`src/rtl/axi_cmd_master_if.sv`:
```
// Bundle of command, write/read data streams, status and AXI4 master channels
// for axi_cmd_master. The master modport is the block's own view; the slave
// modport is the view of whatever drives it (harness plus AXI memory).
interface axi_cmd_master_if #(
    parameter int DATA_WIDTH = 32,
    parameter int ADDR_WIDTH = 16,
    parameter int STRB_WIDTH = DATA_WIDTH / 8,
    parameter int ID_WIDTH   = 8
);
    logic                  cmd_valid;
    logic                  cmd_ready;
    logic                  cmd_write;
    logic [ADDR_WIDTH-1:0] cmd_addr;
    logic [7:0]            cmd_len;
    logic [ID_WIDTH-1:0]   cmd_id;

    logic [DATA_WIDTH-1:0] wr_data;
    logic [STRB_WIDTH-1:0] wr_strb;
    logic                  wr_valid;
    logic                  wr_ready;

    logic [DATA_WIDTH-1:0] rd_data;
    logic                  rd_last;
    logic                  rd_valid;
    logic                  rd_ready;

    logic                  sts_valid;
    logic [1:0]            sts_resp;
    logic                  sts_ready;

    logic [ID_WIDTH-1:0]   m_axi_awid;
    logic [ADDR_WIDTH-1:0] m_axi_awaddr;
    logic [7:0]            m_axi_awlen;
    logic [2:0]            m_axi_awsize;
    logic [1:0]            m_axi_awburst;
    logic                  m_axi_awlock;
    logic [3:0]            m_axi_awcache;
    logic [2:0]            m_axi_awprot;
    logic                  m_axi_awvalid;
    logic                  m_axi_awready;

    logic [DATA_WIDTH-1:0] m_axi_wdata;
    logic [STRB_WIDTH-1:0] m_axi_wstrb;
    logic                  m_axi_wlast;
    logic                  m_axi_wvalid;
    logic                  m_axi_wready;

    logic [ID_WIDTH-1:0]   m_axi_bid;
    logic [1:0]            m_axi_bresp;
    logic                  m_axi_bvalid;
    logic                  m_axi_bready;

    logic [ID_WIDTH-1:0]   m_axi_arid;
    logic [ADDR_WIDTH-1:0] m_axi_araddr;
    logic [7:0]            m_axi_arlen;
    logic [2:0]            m_axi_arsize;
    logic [1:0]            m_axi_arburst;
    logic                  m_axi_arlock;
    logic [3:0]            m_axi_arcache;
    logic [2:0]            m_axi_arprot;
    logic                  m_axi_arvalid;
    logic                  m_axi_arready;

    logic [ID_WIDTH-1:0]   m_axi_rid;
    logic [DATA_WIDTH-1:0] m_axi_rdata;
    logic [1:0]            m_axi_rresp;
    logic                  m_axi_rlast;
    logic                  m_axi_rvalid;
    logic                  m_axi_rready;

    modport master (
        input  cmd_valid, cmd_write, cmd_addr, cmd_len, cmd_id,
        output cmd_ready,
        input  wr_data, wr_strb, wr_valid,
        output wr_ready,
        output rd_data, rd_last, rd_valid,
        input  rd_ready,
        output sts_valid, sts_resp,
        input  sts_ready,
        output m_axi_awid, m_axi_awaddr, m_axi_awlen, m_axi_awsize, m_axi_awburst,
               m_axi_awlock, m_axi_awcache, m_axi_awprot, m_axi_awvalid,
        input  m_axi_awready,
        output m_axi_wdata, m_axi_wstrb, m_axi_wlast, m_axi_wvalid,
        input  m_axi_wready,
        input  m_axi_bid, m_axi_bresp, m_axi_bvalid,
        output m_axi_bready,
        output m_axi_arid, m_axi_araddr, m_axi_arlen, m_axi_arsize, m_axi_arburst,
               m_axi_arlock, m_axi_arcache, m_axi_arprot, m_axi_arvalid,
        input  m_axi_arready,
        input  m_axi_rid, m_axi_rdata, m_axi_rresp, m_axi_rlast, m_axi_rvalid,
        output m_axi_rready
    );

    modport slave (
        output cmd_valid, cmd_write, cmd_addr, cmd_len, cmd_id,
        input  cmd_ready,
        output wr_data, wr_strb, wr_valid,
        input  wr_ready,
        input  rd_data, rd_last, rd_valid,
        output rd_ready,
        input  sts_valid, sts_resp,
        output sts_ready,
        input  m_axi_awid, m_axi_awaddr, m_axi_awlen, m_axi_awsize, m_axi_awburst,
               m_axi_awlock, m_axi_awcache, m_axi_awprot, m_axi_awvalid,
        output m_axi_awready,
        input  m_axi_wdata, m_axi_wstrb, m_axi_wlast, m_axi_wvalid,
        output m_axi_wready,
        output m_axi_bid, m_axi_bresp, m_axi_bvalid,
        input  m_axi_bready,
        input  m_axi_arid, m_axi_araddr, m_axi_arlen, m_axi_arsize, m_axi_arburst,
               m_axi_arlock, m_axi_arcache, m_axi_arprot, m_axi_arvalid,
        output m_axi_arready,
        output m_axi_rid, m_axi_rdata, m_axi_rresp, m_axi_rlast, m_axi_rvalid,
        input  m_axi_rready
    );
endinterface

```
`src/rtl/axi_cmd_master.sv`:
```
// AXI4 command master: turns one command into one INCR burst, streams write
// data in and read data out combinationally, and finishes every command with
// a single status beat. One transaction in flight at a time.
module axi_cmd_master #(
    parameter int DATA_WIDTH = 32,
    parameter int ADDR_WIDTH = 16,
    parameter int STRB_WIDTH = DATA_WIDTH / 8,
    parameter int ID_WIDTH   = 8
) (
    input logic               clk,
    input logic               rst,
    axi_cmd_master_if.master  bus
);
    localparam int STRB_LOG2 = $clog2(STRB_WIDTH);
    localparam logic [ADDR_WIDTH-1:0] ADDR_MASK = ~ADDR_WIDTH'(STRB_WIDTH - 1);

    typedef enum logic [2:0] {IDLE, AW, W, B, AR, R, STS} state_t;

    state_t                r_state;
    logic [ADDR_WIDTH-1:0] r_addr;
    logic [7:0]            r_len;
    logic [ID_WIDTH-1:0]   r_id;
    logic [7:0]            r_cnt;
    logic [1:0]            r_resp;
    logic                  r_awvalid;
    logic                  r_arvalid;
    logic                  r_bready;
    logic                  r_sts_valid;

    logic [31:0] w_span;
    logic [31:0] w_end;
    logic        w_cross;
    logic        w_cmd_ready;
    logic        w_cmd_fire;
    logic        w_w_fire;
    logic        w_r_fire;
    logic [1:0]  w_r_max;
    logic        w_r_bad;
    logic        w_unused;

    // A burst whose byte span runs past the end of its 4 KB page is refused
    // before any AXI traffic; the check uses the raw command address.
    assign w_span  = (32'(bus.cmd_len) + 32'd1) << STRB_LOG2;
    assign w_end   = 32'(bus.cmd_addr[11:0]) + w_span;
    assign w_cross = w_end > 32'd4096;

    assign w_cmd_ready = (r_state == IDLE) && !rst;
    assign w_cmd_fire  = bus.cmd_valid && w_cmd_ready;
    assign w_w_fire    = (r_state == W) && bus.wr_valid && bus.m_axi_wready;
    assign w_r_fire    = (r_state == R) && bus.m_axi_rvalid && bus.rd_ready;
    assign w_r_max     = (bus.m_axi_rresp > r_resp) ? bus.m_axi_rresp : r_resp;
    assign w_r_bad     = bus.m_axi_rlast != (r_cnt == 8'd0);
    assign w_unused    = &{1'b0, bus.m_axi_bid, bus.m_axi_rid};

    assign bus.cmd_ready = w_cmd_ready;

    assign bus.m_axi_awid    = r_id;
    assign bus.m_axi_awaddr  = r_addr & ADDR_MASK;
    assign bus.m_axi_awlen   = r_len;
    assign bus.m_axi_awsize  = 3'(STRB_LOG2);
    assign bus.m_axi_awburst = 2'b01;
    assign bus.m_axi_awlock  = 1'b0;
    assign bus.m_axi_awcache = 4'b0011;
    assign bus.m_axi_awprot  = 3'b000;
    assign bus.m_axi_awvalid = r_awvalid;

    assign bus.m_axi_arid    = r_id;
    assign bus.m_axi_araddr  = r_addr & ADDR_MASK;
    assign bus.m_axi_arlen   = r_len;
    assign bus.m_axi_arsize  = 3'(STRB_LOG2);
    assign bus.m_axi_arburst = 2'b01;
    assign bus.m_axi_arlock  = 1'b0;
    assign bus.m_axi_arcache = 4'b0011;
    assign bus.m_axi_arprot  = 3'b000;
    assign bus.m_axi_arvalid = r_arvalid;

    assign bus.m_axi_wdata  = bus.wr_data;
    assign bus.m_axi_wstrb  = bus.wr_strb;
    assign bus.m_axi_wlast  = (r_cnt == 8'd0);
    assign bus.m_axi_wvalid = (r_state == W) && bus.wr_valid;
    assign bus.wr_ready     = (r_state == W) && bus.m_axi_wready;

    assign bus.m_axi_bready = r_bready;

    assign bus.rd_data      = bus.m_axi_rdata;
    assign bus.rd_last      = (r_state == R) && bus.m_axi_rlast;
    assign bus.rd_valid     = (r_state == R) && bus.m_axi_rvalid;
    assign bus.m_axi_rready = (r_state == R) && bus.rd_ready;

    assign bus.sts_valid = r_sts_valid;
    assign bus.sts_resp  = r_resp;

    // Transaction sequencer: owns the address/len/id registers, the beat
    // counter, the sticky response and every registered handshake output.
    always_ff @(posedge clk) begin
        if (rst) begin
            r_state     <= IDLE;
            r_addr      <= '0;
            r_len       <= '0;
            r_id        <= '0;
            r_cnt       <= '0;
            r_resp      <= '0;
            r_awvalid   <= 1'b0;
            r_arvalid   <= 1'b0;
            r_bready    <= 1'b0;
            r_sts_valid <= 1'b0;
        end else begin
            case (r_state)
                IDLE: begin
                    if (w_cmd_fire) begin
                        r_addr <= bus.cmd_addr;
                        r_len  <= bus.cmd_len;
                        r_id   <= bus.cmd_id;
                        if (w_cross) begin
                            r_resp      <= 2'b10;
                            r_sts_valid <= 1'b1;
                            r_state     <= STS;
                        end else if (bus.cmd_write) begin
                            r_awvalid <= 1'b1;
                            r_state   <= AW;
                        end else begin
                            r_arvalid <= 1'b1;
                            r_state   <= AR;
                        end
                    end
                end
                AW: begin
                    if (bus.m_axi_awready) begin
                        r_awvalid <= 1'b0;
                        r_cnt     <= r_len;
                        r_state   <= W;
                    end
                end
                W: begin
                    if (w_w_fire) begin
                        if (r_cnt == 8'd0) begin
                            r_bready <= 1'b1;
                            r_state  <= B;
                        end else begin
                            r_cnt <= r_cnt - 8'd1;
                        end
                    end
                end
                B: begin
                    if (bus.m_axi_bvalid) begin
                        r_bready    <= 1'b0;
                        r_resp      <= bus.m_axi_bresp;
                        r_sts_valid <= 1'b1;
                        r_state     <= STS;
                    end
                end
                AR: begin
                    if (bus.m_axi_arready) begin
                        r_arvalid <= 1'b0;
                        r_cnt     <= r_len;
                        r_resp    <= 2'b00;
                        r_state   <= R;
                    end
                end
                R: begin
                    if (w_r_fire) begin
                        r_resp <= w_r_bad ? 2'b10 : w_r_max;
                        if (bus.m_axi_rlast || (r_cnt == 8'd0)) begin
                            r_sts_valid <= 1'b1;
                            r_state     <= STS;
                        end else begin
                            r_cnt <= r_cnt - 8'd1;
                        end
                    end
                end
                STS: begin
                    if (bus.sts_ready) begin
                        r_sts_valid <= 1'b0;
                        r_state     <= IDLE;
                    end
                end
                default: r_state <= IDLE;
            endcase
        end
    end
endmodule

```
`src/flat_wrapper.sv`:
```
// flat-port wrapper written by rule: the top's interface ports become plain ports
module axi_cmd_master_flat 
#(
    parameter int DATA_WIDTH = 32,
    parameter int ADDR_WIDTH = 16,
    parameter int STRB_WIDTH = DATA_WIDTH / 8,
    parameter int ID_WIDTH   = 8
)
  (clk, rst, bus_cmd_valid, bus_cmd_write, bus_cmd_addr, bus_cmd_len, bus_cmd_id, bus_cmd_ready, bus_wr_data, bus_wr_strb, bus_wr_valid, bus_wr_ready, bus_rd_data, bus_rd_last, bus_rd_valid, bus_rd_ready, bus_sts_valid, bus_sts_resp, bus_sts_ready, bus_m_axi_awid, bus_m_axi_awaddr, bus_m_axi_awlen, bus_m_axi_awsize, bus_m_axi_awburst, bus_m_axi_awlock, bus_m_axi_awcache, bus_m_axi_awprot, bus_m_axi_awvalid, bus_m_axi_awready, bus_m_axi_wdata, bus_m_axi_wstrb, bus_m_axi_wlast, bus_m_axi_wvalid, bus_m_axi_wready, bus_m_axi_bid, bus_m_axi_bresp, bus_m_axi_bvalid, bus_m_axi_bready, bus_m_axi_arid, bus_m_axi_araddr, bus_m_axi_arlen, bus_m_axi_arsize, bus_m_axi_arburst, bus_m_axi_arlock, bus_m_axi_arcache, bus_m_axi_arprot, bus_m_axi_arvalid, bus_m_axi_arready, bus_m_axi_rid, bus_m_axi_rdata, bus_m_axi_rresp, bus_m_axi_rlast, bus_m_axi_rvalid, bus_m_axi_rready);
  axi_cmd_master_if #(.DATA_WIDTH(DATA_WIDTH), .ADDR_WIDTH(ADDR_WIDTH), .STRB_WIDTH(STRB_WIDTH), .ID_WIDTH(ID_WIDTH)) bus_i ();
  input logic clk;
  input logic rst;
  input wire logic [$bits(bus_i.cmd_valid)-1:0] bus_cmd_valid;
  input wire logic [$bits(bus_i.cmd_write)-1:0] bus_cmd_write;
  input wire logic [$bits(bus_i.cmd_addr)-1:0] bus_cmd_addr;
  input wire logic [$bits(bus_i.cmd_len)-1:0] bus_cmd_len;
  input wire logic [$bits(bus_i.cmd_id)-1:0] bus_cmd_id;
  output wire logic [$bits(bus_i.cmd_ready)-1:0] bus_cmd_ready;
  input wire logic [$bits(bus_i.wr_data)-1:0] bus_wr_data;
  input wire logic [$bits(bus_i.wr_strb)-1:0] bus_wr_strb;
  input wire logic [$bits(bus_i.wr_valid)-1:0] bus_wr_valid;
  output wire logic [$bits(bus_i.wr_ready)-1:0] bus_wr_ready;
  output wire logic [$bits(bus_i.rd_data)-1:0] bus_rd_data;
  output wire logic [$bits(bus_i.rd_last)-1:0] bus_rd_last;
  output wire logic [$bits(bus_i.rd_valid)-1:0] bus_rd_valid;
  input wire logic [$bits(bus_i.rd_ready)-1:0] bus_rd_ready;
  output wire logic [$bits(bus_i.sts_valid)-1:0] bus_sts_valid;
  output wire logic [$bits(bus_i.sts_resp)-1:0] bus_sts_resp;
  input wire logic [$bits(bus_i.sts_ready)-1:0] bus_sts_ready;
  output wire logic [$bits(bus_i.m_axi_awid)-1:0] bus_m_axi_awid;
  output wire logic [$bits(bus_i.m_axi_awaddr)-1:0] bus_m_axi_awaddr;
  output wire logic [$bits(bus_i.m_axi_awlen)-1:0] bus_m_axi_awlen;
  output wire logic [$bits(bus_i.m_axi_awsize)-1:0] bus_m_axi_awsize;
  output wire logic [$bits(bus_i.m_axi_awburst)-1:0] bus_m_axi_awburst;
  output wire logic [$bits(bus_i.m_axi_awlock)-1:0] bus_m_axi_awlock;
  output wire logic [$bits(bus_i.m_axi_awcache)-1:0] bus_m_axi_awcache;
  output wire logic [$bits(bus_i.m_axi_awprot)-1:0] bus_m_axi_awprot;
  output wire logic [$bits(bus_i.m_axi_awvalid)-1:0] bus_m_axi_awvalid;
  input wire logic [$bits(bus_i.m_axi_awready)-1:0] bus_m_axi_awready;
  output wire logic [$bits(bus_i.m_axi_wdata)-1:0] bus_m_axi_wdata;
  output wire logic [$bits(bus_i.m_axi_wstrb)-1:0] bus_m_axi_wstrb;
  output wire logic [$bits(bus_i.m_axi_wlast)-1:0] bus_m_axi_wlast;
  output wire logic [$bits(bus_i.m_axi_wvalid)-1:0] bus_m_axi_wvalid;
  input wire logic [$bits(bus_i.m_axi_wready)-1:0] bus_m_axi_wready;
  input wire logic [$bits(bus_i.m_axi_bid)-1:0] bus_m_axi_bid;
  input wire logic [$bits(bus_i.m_axi_bresp)-1:0] bus_m_axi_bresp;
  input wire logic [$bits(bus_i.m_axi_bvalid)-1:0] bus_m_axi_bvalid;
  output wire logic [$bits(bus_i.m_axi_bready)-1:0] bus_m_axi_bready;
  output wire logic [$bits(bus_i.m_axi_arid)-1:0] bus_m_axi_arid;
  output wire logic [$bits(bus_i.m_axi_araddr)-1:0] bus_m_axi_araddr;
  output wire logic [$bits(bus_i.m_axi_arlen)-1:0] bus_m_axi_arlen;
  output wire logic [$bits(bus_i.m_axi_arsize)-1:0] bus_m_axi_arsize;
  output wire logic [$bits(bus_i.m_axi_arburst)-1:0] bus_m_axi_arburst;
  output wire logic [$bits(bus_i.m_axi_arlock)-1:0] bus_m_axi_arlock;
  output wire logic [$bits(bus_i.m_axi_arcache)-1:0] bus_m_axi_arcache;
  output wire logic [$bits(bus_i.m_axi_arprot)-1:0] bus_m_axi_arprot;
  output wire logic [$bits(bus_i.m_axi_arvalid)-1:0] bus_m_axi_arvalid;
  input wire logic [$bits(bus_i.m_axi_arready)-1:0] bus_m_axi_arready;
  input wire logic [$bits(bus_i.m_axi_rid)-1:0] bus_m_axi_rid;
  input wire logic [$bits(bus_i.m_axi_rdata)-1:0] bus_m_axi_rdata;
  input wire logic [$bits(bus_i.m_axi_rresp)-1:0] bus_m_axi_rresp;
  input wire logic [$bits(bus_i.m_axi_rlast)-1:0] bus_m_axi_rlast;
  input wire logic [$bits(bus_i.m_axi_rvalid)-1:0] bus_m_axi_rvalid;
  output wire logic [$bits(bus_i.m_axi_rready)-1:0] bus_m_axi_rready;
  assign bus_i.cmd_valid = bus_cmd_valid;
  assign bus_i.cmd_write = bus_cmd_write;
  assign bus_i.cmd_addr = bus_cmd_addr;
  assign bus_i.cmd_len = bus_cmd_len;
  assign bus_i.cmd_id = bus_cmd_id;
  assign bus_cmd_ready = bus_i.cmd_ready;
  assign bus_i.wr_data = bus_wr_data;
  assign bus_i.wr_strb = bus_wr_strb;
  assign bus_i.wr_valid = bus_wr_valid;
  assign bus_wr_ready = bus_i.wr_ready;
  assign bus_rd_data = bus_i.rd_data;
  assign bus_rd_last = bus_i.rd_last;
  assign bus_rd_valid = bus_i.rd_valid;
  assign bus_i.rd_ready = bus_rd_ready;
  assign bus_sts_valid = bus_i.sts_valid;
  assign bus_sts_resp = bus_i.sts_resp;
  assign bus_i.sts_ready = bus_sts_ready;
  assign bus_m_axi_awid = bus_i.m_axi_awid;
  assign bus_m_axi_awaddr = bus_i.m_axi_awaddr;
  assign bus_m_axi_awlen = bus_i.m_axi_awlen;
  assign bus_m_axi_awsize = bus_i.m_axi_awsize;
  assign bus_m_axi_awburst = bus_i.m_axi_awburst;
  assign bus_m_axi_awlock = bus_i.m_axi_awlock;
  assign bus_m_axi_awcache = bus_i.m_axi_awcache;
  assign bus_m_axi_awprot = bus_i.m_axi_awprot;
  assign bus_m_axi_awvalid = bus_i.m_axi_awvalid;
  assign bus_i.m_axi_awready = bus_m_axi_awready;
  assign bus_m_axi_wdata = bus_i.m_axi_wdata;
  assign bus_m_axi_wstrb = bus_i.m_axi_wstrb;
  assign bus_m_axi_wlast = bus_i.m_axi_wlast;
  assign bus_m_axi_wvalid = bus_i.m_axi_wvalid;
  assign bus_i.m_axi_wready = bus_m_axi_wready;
  assign bus_i.m_axi_bid = bus_m_axi_bid;
  assign bus_i.m_axi_bresp = bus_m_axi_bresp;
  assign bus_i.m_axi_bvalid = bus_m_axi_bvalid;
  assign bus_m_axi_bready = bus_i.m_axi_bready;
  assign bus_m_axi_arid = bus_i.m_axi_arid;
  assign bus_m_axi_araddr = bus_i.m_axi_araddr;
  assign bus_m_axi_arlen = bus_i.m_axi_arlen;
  assign bus_m_axi_arsize = bus_i.m_axi_arsize;
  assign bus_m_axi_arburst = bus_i.m_axi_arburst;
  assign bus_m_axi_arlock = bus_i.m_axi_arlock;
  assign bus_m_axi_arcache = bus_i.m_axi_arcache;
  assign bus_m_axi_arprot = bus_i.m_axi_arprot;
  assign bus_m_axi_arvalid = bus_i.m_axi_arvalid;
  assign bus_i.m_axi_arready = bus_m_axi_arready;
  assign bus_i.m_axi_rid = bus_m_axi_rid;
  assign bus_i.m_axi_rdata = bus_m_axi_rdata;
  assign bus_i.m_axi_rresp = bus_m_axi_rresp;
  assign bus_i.m_axi_rlast = bus_m_axi_rlast;
  assign bus_i.m_axi_rvalid = bus_m_axi_rvalid;
  assign bus_m_axi_rready = bus_i.m_axi_rready;
  axi_cmd_master #(.DATA_WIDTH(DATA_WIDTH), .ADDR_WIDTH(ADDR_WIDTH), .STRB_WIDTH(STRB_WIDTH), .ID_WIDTH(ID_WIDTH)) u_core (.clk(clk), .rst(rst), .bus(bus_i));
endmodule
```
`config.mk`:
```
export PLATFORM = sky130hd
export DESIGN_NAME = axi_cmd_master_flat
export DESIGN_NICKNAME = d
export VERILOG_FILES = /design/src/rtl/axi_cmd_master_if.sv /design/src/rtl/axi_cmd_master.sv /design/src/flat_wrapper.sv
export SDC_FILE = /design/constraint.sdc
export NUM_CORES = 1
export LEC_CHECK = 0
export BUFFER_PORTS_ARGS = -buffer_cell sky130_fd_sc_hd__buf_2
export CORE_AREA = 2 2 117 119
export CTS_CLUSTER_SIZE = 30
export DETAILED_ROUTE_END_ITERATION = 16
export DIE_AREA = 0 0 119 121
export HOLD_SLACK_MARGIN = 0.08
export MAX_ROUTING_LAYER = met4
export SYNTH_ARGS = -nofsm -noshare
export SYNTH_HDL_FRONTEND = slang
export SYNTH_SLANG_ARGS = --single-unit
```
`constraint.sdc`:
```
create_clock -name clk -period 4.6 [get_ports clk]
set_input_delay 0.92 -clock clk [delete_from_list [all_inputs] [get_ports clk]]
set_output_delay 0.92 -clock clk [all_outputs]
set_load 0.02 [all_outputs]
```
==> flow_summary_export.csv <==
group,metric,value,unit
global_routing,track_usage,0.135,
global_routing,grt_max_degree,52,
floorplanning,io_pins,304,
timing,timing.setup.tns,0,ns
setup_path,endpoint_kind,"flip-flop",
cts,clk_pin_slew,0.07,ns
timing,worst_slew_pin_slew,0.835,ns
detailed_routing,vias,3280,
setup_path,start_kind,"input port",
setup_path,r2r-start,"u_core.r_state[1]$_SDFFE_PP0P_",
layout,n_fill_cell,1392,
logic_synthesis,yosys_warnings,0,
global_routing,grt_pass1_wl,15400,um
global_routing,grt_pass1_vias,3068,
detailed_routing,wire_per_inst,13.7,um
cts,cts.hold.buffers_added,0,
global_routing,antenna_found_initial,1,
setup_path,worstReg2RegEnd,"u_core.r_cnt[0]$_SDFFE_PP0P_",
floorplanning,dieHeight,121,um
power_and_ir_drop,max-vdd-ir-drop,195,uV
layout,multiInputGateArea,2000,um^2
timing,period_needed,3.70,ns
timing,rsz0062_at_grt,"false",
detailed_routing,via_per_inst,4.71,
place,gp_congestion,0.853,
floorplanning,core_area,13100,um^2
status,outcome,"finished clean",
cts,cts-resized-gates,0,
layout,drive_gt1_frac,0.277,
timing,final-setup-viol-count,0,
detailed_routing,drc,0,
detailed_routing,ant_nets,0,
setup_path,critPathTopFamily,"simple AND/OR/NAND/NOR gates",
floorplanning,initial_core_util,0.300,
setup_path,rrSetupSlack,1.65,ns
logic_synthesis,async_flop_share,0,
setup_path,cpMostUsedCell,"or4_4",
place,placedCellCount,688,
cts,post_cts_buffers,0,
hold_path,holdPathEnd,"u_core.bus.m_axi_arid[6]$_SDFFE_PP0P_",
setup_path,cp_cell_sequence,"buf_2 > ha_1 > fa_1 > or4_4 > a2111oi_4 > nand3_1 > or4_4 > o21ai_4 > a31oi_1 > a311oi_1",
layout,area_growth_syn_to_layout,2.84,%
layout,nNetsFinal,669,
cts,clockRootBuffer,"clkbuf_16",
global_routing,overflow,0,
timing,skew,0.00587,ns
place,hpwl,7320,um
setup_path,path_depth,10,
cts,cts.sinks,47,
timing,maxSlewViolCount,0,
run,maxCapViolations,0,
timing,hold_violations,0,
timing,fin_crit_sh,0.804,
setup_path,rr_worst_depth,6,
hold_path,hold_depth,2,
logic_synthesis,netlist_area,3920,um^2
cts,clk_path_buf_depth,2,
logic_synthesis,synth_edf_count,0,
place,post-place-ws,0.626,ns
layout,stdcell_area,4030,um^2
logic_synthesis,synth.distinct_cells,62,
logic_synthesis,syn_area_per_cell,7.72,um^2
setup_path,cp.required,4.80,ns
cts,cts_tree,"yes",
timing,maxSlewHeadroom,0.443,
timing,fin_hold_ws,0.484,ns
place,dpl-instance-area,3840,um^2
floorplanning,row_count,42,
cts,cts_made_buffers,5,
floorplanning,dieArea,14400,um^2
setup_path,crit_path_max_fanout,6,
timing,max_freq,0.270,GHz
power_and_ir_drop,powerDensity,520,nW/um^2
power_and_ir_drop,power_leakage,1.97,nW
logic_synthesis,ys_ff_latch,47,
logic_synthesis,synth-main-ff-cell,"dfxtp_1",
setup_path,critical-path-slowest-cell,"or4_4",
detailed_routing,wl,9550,um
setup_path,worst-path-buf-inv,1,
layout,fin_cells,697,
setup_path,critPathKind,"in2reg",
floorplanning,die_x,119,um
setup_path,cpPeakStageDelay,0.51,ns
cts,h-tree-depth,2,
detailed_routing,drtIter0Drc,201,
layout,seq_area,941,um^2
hold_path,hp-start,"u_core.bus.m_axi_arid[6]$_SDFFE_PP0P_",
detailed_routing,firstDrtPassIters,4,
setup_path,arrival,3.90,ns
cts,clock_latency,0.29,ns
hold_path,hold_path.class,"reg2reg",
logic_synthesis,syn_inst,508,
place,io_buffers,121,
logic_synthesis,ys_seq_area_frac,0.240,
timing,setup_ws,0.900,ns
[registers in the layout (all words and copies together) (netlist names)]
name                      count
u_core.r_addr                14
u_core.bus.m_axi_bready       1
u_core.r_state                3
u_core.r_cnt                  8
u_core.bus.sts_valid          1
u_core.bus.sts_resp           2
u_core.bus.m_axi_arlen        8
u_core.bus.m_axi_arvalid      1
u_core.bus.m_axi_arid         8
u_core.bus.m_axi_awvalid      1
[stage by stage]
step,util,total power [mW]
6_report,0.308,2.10
5_1_grt,0.308,2.27
4_1_cts,0.308,2.12
3_5_place_dp,0.293,1.63
3_3_place_gp,0.293,1.62
2_1_floorplan,-,1.51
[Yosys cell counts (4+ instances only)]
| master | number | area (um^2) |
|---|---|---|
| buf_4 | 128 | 961 |
| clkbuf_1 | 18 | 67.6 |
| nor2_1 | 26 | 97.6 |
| nand2_1 | 81 | 304 |
| nand3_1 | 6 | 30.0 |
| nand3b_1 | 30 | 225 |
| xnor2_1 | 4 | 35.0 |
| and3_1 | 9 | 56.3 |
| xor2_1 | 4 | 35.0 |
| a211oi_1 | 5 | 37.5 |
| dfxtp_1 | 47 | 941 |
| nor3_1 | 6 | 30.0 |
| ha_1 | 16 | 200 |
| nor2b_1 | 5 | 31.3 |
| inv_1 | 12 | 45.0 |
| a21oi_1 | 17 | 85.1 |
| a22oi_1 | 5 | 37.5 |
| o211ai_1 | 5 | 37.5 |
| o21ai_0 | 20 | 100 |
[area by class of cell]
type	instances	share of cell area
antenna	1	0.000620
clock buffer	5	0.0310
clock inverter	3	0.0167
inverter	14	0.0130
multi-input combinational	327	0.495
sequential	47	0.233
tap	176	0.0546
timing repair buffer	124	0.156
[worst register-to-register path, cell delays in order, from the launching register on]
cell and delay, ns:
dfxtp_1 0.71, nor2b_1 0.60, nand2_1 0.20, o31ai_1 0.28, o311a_1 0.56, o21ai_0 0.19, a221oi_1 0.32
[worst max-delay path by stage]
stage | startpoint | end | slack [ns]
after detailed placement | bus_cmd_len[0] | u_core.bus.m_axi_awvalid$_SDFFE_PP0P_ | 0.63
after global routing | bus_cmd_len[0] | u_core.bus.m_axi_awvalid$_SDFFE_PP0P_ | 0.75
after CTS | bus_cmd_len[0] | u_core.bus.m_axi_awvalid$_SDFFE_PP0P_ | 0.91
after floorplan | bus_cmd_len[0] | u_core.bus.m_axi_awvalid$_SDFFE_PP0P_ | 0.99
after global placement | bus_cmd_len[0] | u_core.bus.m_axi_awvalid$_SDFFE_PP0P_ | 0.68
final | bus_cmd_len[0] | u_core.bus.m_axi_awvalid$_SDFFE_PP0P_ | 0.90
[cell usage in the layout (no fill, tap or decap), types with 6 or more instances in the layout]
master,instances
buf_2,121
nand2_1,81
dfxtp_1,47
nand3b_1,30
conb_1,30
nor2_1,26
o21ai_0,20
a21oi_1,17
ha_1,16
inv_1,12
and3_1,9
nand3_1,6
nor3_1,6
[logic make-up (layout without fill, tap and decap cells)]
logic type,Yosys count,after routing,share of synthesized area
buffers and inverters,162,146,0.278
XOR/XNOR,8,8,0.0179
other,2,31,0.00191
AND/OR/NAND/NOR,183,183,0.236
flip-flops,47,47,0.240
AO/OA/AOI/OAI,85,85,0.160
adder cells (fa/ha/maj),17,17,0.0561
multiplexers,4,4,0.0105
[layer usage]
metal	wire, um	track usage	vias up
met1	4370	0.172	1480
met5	0	-	-
met4	303	0.0558	0
met3	702	0.0343	37
li1	-	-	1608
met2	4180	0.205	155
[power by group]
| group | switching [mW] | leakage [nW] | total [mW] | internal [mW] |
|---|---|---|---|---|
| Clock | 0.164 | 0.0900 | 0.476 | 0.312 |
| Combinational | 0.661 | 1.50 | 1.02 | 0.357 |
| Sequential | 0.102 | 0.385 | 0.604 | 0.502 |
No activity file was read; power rests on OpenSTA's default activity.
